===== config.mk =====
export PLATFORM = sky130hd
export DESIGN_NAME = pc_stack
export DESIGN_NICKNAME = d
export VERILOG_FILES = /design/src/rtl/pc_stack.sv
export SDC_FILE = /design/constraint.sdc
export NUM_CORES = 1
export LEC_CHECK = 0
export CORE_UTILIZATION = 25
export CTS_CLUSTER_SIZE = 40
export DETAILED_ROUTE_END_ITERATION = 10
export PLACE_DENSITY_LB_ADDON = 0.3
export SYNTH_ARGS = -nofsm -noshare
export SYNTH_HDL_FRONTEND = slang
export SYNTH_SLANG_ARGS = --single-unit
export TNS_END_PERCENT = 1

===== constraint.sdc =====
create_clock -name clk -period 2 [get_ports clk]
set_input_delay 0.3 -clock clk [delete_from_list [all_inputs] [get_ports clk]]
set_output_delay 0.3 -clock clk [all_outputs]
set_load 0.005 [all_outputs]

===== src/rtl/pc_stack.sv =====
// pc_stack: program counter with a return-address stack.
//
// One operation is performed per clock edge, chosen by fixed priority
// call > ret > load > rel > inc. Stack overflow and underflow raise sticky
// error flags. A one-cycle wrap pulse follows any inc/rel that leaves the
// unsigned PC range.
//
// Ports
//   clk, reset                   clock, asynchronous active-high reset
//   inc, load, rel, call, ret    operation requests
//   addr_in                      jump/call target
//   rel_off                      signed branch offset
//   ep                           bus output enable (no effect on state)
//   clr_err                      clears the sticky error flags
//   pc                           current PC
//   bus_out, bus_oe              gated PC for the top-level bus mux
//   sp, full, empty              stack occupancy
//   err_ovf, err_unf             sticky overflow / underflow flags
//   wrap                         registered wrap pulse
module pc_stack #(
    parameter int                ADDR_W      = 4,
    parameter int                STACK_DEPTH = 4,
    parameter logic [ADDR_W-1:0] RESET_VEC   = '0
) (
    input  logic                               clk,
    input  logic                               reset,
    input  logic                               inc,
    input  logic                               load,
    input  logic [ADDR_W-1:0]                  addr_in,
    input  logic                               rel,
    input  logic [ADDR_W-1:0]                  rel_off,
    input  logic                               call,
    input  logic                               ret,
    input  logic                               ep,
    input  logic                               clr_err,
    output logic [ADDR_W-1:0]                  pc,
    output logic [ADDR_W-1:0]                  bus_out,
    output logic                               bus_oe,
    output logic [$clog2(STACK_DEPTH+1)-1:0]   sp,
    output logic                               full,
    output logic                               empty,
    output logic                               err_ovf,
    output logic                               err_unf,
    output logic                               wrap
);

    localparam int SP_W = $clog2(STACK_DEPTH + 1);

    logic [ADDR_W-1:0] pc_q, pc_d;
    logic [SP_W-1:0]   sp_q, sp_d;
    logic              err_ovf_q, err_ovf_d;
    logic              err_unf_q, err_unf_d;
    logic              wrap_q, wrap_d;
    logic [ADDR_W-1:0] stack_q [STACK_DEPTH];

    logic [ADDR_W-1:0] pc_inc;
    logic [ADDR_W+1:0] rel_sum;
    logic [ADDR_W-1:0] stack_top;
    logic              is_full, is_empty;
    logic              push, ovf_set, unf_set;

    assign pc_inc   = pc_q + ADDR_W'(1);
    // Two guard bits: a true signed sum outside 0..2^ADDR_W-1 shows up as a
    // nonzero value in the top two bits (01 = above max, 11 = below zero).
    assign rel_sum  = {2'b00, pc_q} + {{2{rel_off[ADDR_W-1]}}, rel_off};
    assign is_full  = (sp_q == SP_W'(STACK_DEPTH));
    assign is_empty = (sp_q == '0);

    always_comb begin
        stack_top = '0;
        for (int i = 0; i < STACK_DEPTH; i++) begin
            if (sp_q == SP_W'(i + 1)) stack_top = stack_q[i];
        end
    end

    always_comb begin
        pc_d    = pc_q;
        sp_d    = sp_q;
        wrap_d  = 1'b0;
        push    = 1'b0;
        ovf_set = 1'b0;
        unf_set = 1'b0;
        if (call) begin
            if (is_full) begin
                ovf_set = 1'b1;
            end else begin
                push = 1'b1;
                sp_d = sp_q + SP_W'(1);
                pc_d = addr_in;
            end
        end else if (ret) begin
            if (is_empty) begin
                unf_set = 1'b1;
            end else begin
                sp_d = sp_q - SP_W'(1);
                pc_d = stack_top;
            end
        end else if (load) begin
            pc_d = addr_in;
        end else if (rel) begin
            pc_d   = rel_sum[ADDR_W-1:0];
            wrap_d = |rel_sum[ADDR_W+1:ADDR_W];
        end else if (inc) begin
            pc_d   = pc_inc;
            wrap_d = &pc_q;
        end
        // A new error beats a simultaneous clear.
        err_ovf_d = ovf_set | (err_ovf_q & ~clr_err);
        err_unf_d = unf_set | (err_unf_q & ~clr_err);
    end

    always_ff @(posedge clk or posedge reset) begin
        if (reset) begin
            pc_q      <= RESET_VEC;
            sp_q      <= '0;
            err_ovf_q <= 1'b0;
            err_unf_q <= 1'b0;
            wrap_q    <= 1'b0;
        end else begin
            pc_q      <= pc_d;
            sp_q      <= sp_d;
            err_ovf_q <= err_ovf_d;
            err_unf_q <= err_unf_d;
            wrap_q    <= wrap_d;
        end
    end

    // Stack storage is never reset; entries at or above sp are unobservable.
    always_ff @(posedge clk) begin
        for (int i = 0; i < STACK_DEPTH; i++) begin
            if (push && !reset && sp_q == SP_W'(i)) stack_q[i] <= pc_inc;
        end
    end

    assign pc      = pc_q;
    assign bus_out = ep ? pc_q : '0;
    assign bus_oe  = ep;
    assign sp      = sp_q;
    assign full    = is_full;
    assign empty   = is_empty;
    assign err_ovf = err_ovf_q;
    assign err_unf = err_unf_q;
    assign wrap    = wrap_q;

endmodule


==> impl_summary.md <==
Pwr
The combinational share of power is between 60% and 70%. The internal power is about 1.8 mW. The part of the total power dissipated in the clock network is approximately a tenth. The leakage power of the design is between 0.8 and 0.9 nW. In this run switching power makes up roughly 38% of total power. The switching power is around 1.1 mW.

Registers are responsible for around 29% of the overall power. The completed layout was analyzed and its total power is just under 3 mW. The total power density per cell area is between 1000 and 1500 mW/mm^2.

Across the VDD grid, the largest voltage drop is roughly 0.62 mV.

Floorplan
The die is just over 80 um wide. The starting density of the core is ~26%. The row count is 29. Measured along the y axis, the die boundary spans 82.60 um.

The floorplan step defined a die boundary enclosing 0.006823 mm^2. The core region is 0.006314 mm^2. In this run the count of I/O pins placed on the die edge is 34.

Synth
The share of flip-flops with an asynchronous set or reset is between 30% and 40%. The instance count of the mapped netlist is 154. The per-instance average area after synthesis is ~11 um^2. The area share of the largest cell type after synthesis is between 20 and 30%.

The register bit count reported by yosys is 26. The total of warnings raised by yosys is 0. The sequential fraction of the synthesis area is between 40% and 50%. The synthesized cell area is between 0.0015 and 0.002 mm^2. The number of enable-type register cells in the synthesized netlist is 16. In this run, distinct cell masters in the synthesized netlist total 42. In the post-synthesis netlist, the biggest area contributors are edfxtp_1, dfrtp_1, ha_1, inv_1, nor2_1. In the synthesized netlist the dominant register cell turns out to be edfxtp_1. The cell type with the highest aggregate area in the netlist is edfxtp_1. The synthesized net count is about 180.

Clocking
After clock tree synthesis, the clock-pin slew on the worst setup and hold paths is roughly 0.090 ns. The sink count of the clock tree is 26. Clock tree synthesis inserted a total of 3 buffers. In this run the clock root is driven by a clkbuf_8. CTS built an H-tree with a depth of 1. The maximum root-to-sink buffer count is 2. TritonCTS built the clock tree.

The latest clock arrival within the worst-skew pair is ~0.27 ns.

Timing
The clock period could shrink to roughly 1.9 ns. For the pin with the worst max-slew slack, the measured transition is approximately 0.42 ns. Setup repair after global routing could not meet its margin everywhere. Adding up every negative setup slack in the final design gives 0 ns. Setup violations remaining at the end of the flow were counted as 0.

The maximum clock frequency is about 520 MHz. The final count of hold timing violations was 0. The max-slew violation count came to 0.

Between clock sinks in the finished design, the worst skew comes to approximately 0.0012 ns. The worst slew margin relative to its limit is just over 70%. The post-route fraction of the period consumed by the critical path is between 90% and 100%.

Flow run
The max-capacitance violation count is 0.

Worst setup path
The required time of the worst setup path is ~1.7 ns. The class of the most critical setup path is register to output port. The signal on the critical path passes through inv_1 > buf_6 > ha_4 > nand2_2 > inv_1 > clkdlybuf4s50_1. The worst setup path is launched from a register. The type of destination of the critical path is an output port. The largest individual stage delay along the critical path comes from the cell clkdlybuf4s50_1. Counting stages on the worst path, the most repeated cell is inv_1.

STA puts the critical path data arrival time at between 1.5 and 2 ns. Of all nets on the critical path, the largest fanout is 3. The delay of the slowest critical-path stage is 0.49 ns.

Placement
The congestion estimate from routability-driven global placement came to 0.7520. The count of buffers added on input and output ports is 33. The HPWL after detailed placement is 3.246 mm.

Global routing
The global-route wire length before repair is 6.410 mm. The largest net degree at the start of global routing is 15. The via count of the first global-routing pass is between 1k and 1.5k.

After global routing the overflow that remains totals 0. In the global route stage, overall resource usage came out at 12.79%. The initial antenna violation count was 0.

Cells and area
Cells fill 35.85% of the core in the end. In the final layout, the share of cells above drive strength 1 is roughly 21%. The top cell types in the final layout, fill and taps aside, are clkdlybuf4s50_1, buf_4, edfxtp_1. The net count reported at finish is roughly 240. The area growth from synthesis to layout is 39.37%. Leaving out fill and tap cells, the most frequent cell in the layout is clkdlybuf4s50_1. The number of antenna repair diodes is 0.

Min path
The worst hold path belongs to the class input port to async pin.

Drt
For this block, the initial DRC count from the detailed router was 38. In this run the remaining antenna-violating nets after routing total 0. The pre-antenna-repair detailed-routing pass consisted of 5 iterations.

The post-detailed-route via-to-cell ratio is around 4.7. In the final routed layout, each cell accounts on average for roughly 15 um. The number of vias in the routed layout is 1332. The DRC violation count after routing is 0. After detailed routing, the total wire length is slightly above 4 mm.

Run status
The flow ran to the end, and the final reports show no timing, DRC or antenna violations.
[sequential cells by signal (all words and copies together), names as in the netlist]
signal,count
err_ovf,1
err_unf,1
pc,4
sp,3
stack_q,16
wrap,1
[worst paths after layout]
path / startpoint / to / slack (ns) / cells past startpoint
max: sp[0] / empty / 0.08 / 6
min: reset / err_unf / 0.33 / 3
max reg2reg: sp[0] / pc[3] / 0.10 / 8
min reg2reg: err_unf / err_unf / 0.54 / 2
max in group asynchronous: reset / sp[1] / 1.51 / 3
min in group clk: err_unf / err_unf / 0.54 / 2
[worst max-delay path, delay by kind of cell (launching register included)]
kind | cells | cell delay [ns]
buf+inv | 4 | 0.76
simple gates | 1 | 0.07
fa+ha+maj | 1 | 0.14
flops | 1 | 0.39
[power by group through the flow]
| stage | clock network, mW | registers, mW | logic, mW |
|---|---|---|---|
| finish | 0.305 | 0.847 | 1.81 |
| global route | 0.332 | 0.866 | 2.00 |
| CTS | 0.315 | 0.849 | 1.76 |
| detailed placement | 0 | 0.866 | 1.70 |
| global placement | 0 | 0.862 | 1.69 |
| floorplan | 0 | 0.904 | 0.863 |
[per-layer routing]
metal  global-route usage [%]  up-vias  part of all wire, %
li1                         -      669                    -
met1                    17.36      636                   49
met2                    21.65       25                   48
met3                    2.418        2                  3.4
met4                    1.552        0                 0.22
met5                        0        -                    0
[through the flow]
stage          std cells  hold slack (ns)  instance area, um^2  worst slack (ns)
4_1_cts              284           0.3302                 2232           0.03871
5_1_grt              284           0.3606                 2263          -0.04946
2_1_floorplan        154           0.1484                 1624           0.09381
3_3_place_gp         279           0.5264                 2166           -0.2281
3_5_place_dp         279           0.5308                 2166           -0.2306
6_report             284           0.3303                 2263           0.07506
[final cells by class]
cell class | count | area [um^2]
Clock buffer | 3 | 41.29
Clock inverter | 1 | 3.754
Fill cell | 664 | 4050
Inverter | 13 | 48.80
Multi-Input combinational cell | 107 | 828.3
Sequential cell | 26 | 732.0
Tap cell | 77 | 96.34
Timing Repair Buffer | 57 | 513.0
[synth_stat cells (4+ instances only)]
cell type	count
a21oi_1	8
nor2_1	13
a22oi_1	6
dfrtp_1	10
xnor2_1	5
ha_1	12
and2_1	4
inv_1	13
nand2_1	9
nor3b_1	4
o21ai_0	6
buf_2	4
a31oi_1	6
edfxtp_1	16
[kinds of logic after synthesis]
group                    Yosys count  share of synthesized area [%]
multiplexers                       1                         0.6164
buffers and inverters             21                          6.548
flip-flops                        26                          44.99
XOR/XNOR                           6                          3.236
AO/OA/AOI/OAI                     46                          20.49
adder cells (fa/ha/maj)           13                          10.48
AND/OR/NAND/NOR                   41                          13.64
[what timing repair did]
action	in CTS	in global routing
buffers inserted	1	0
gates resized for setup	5	9
hold buffers	0	0
endpoints found under the setup margin	2	6
No activity file was read; power rests on OpenSTA's default activity.
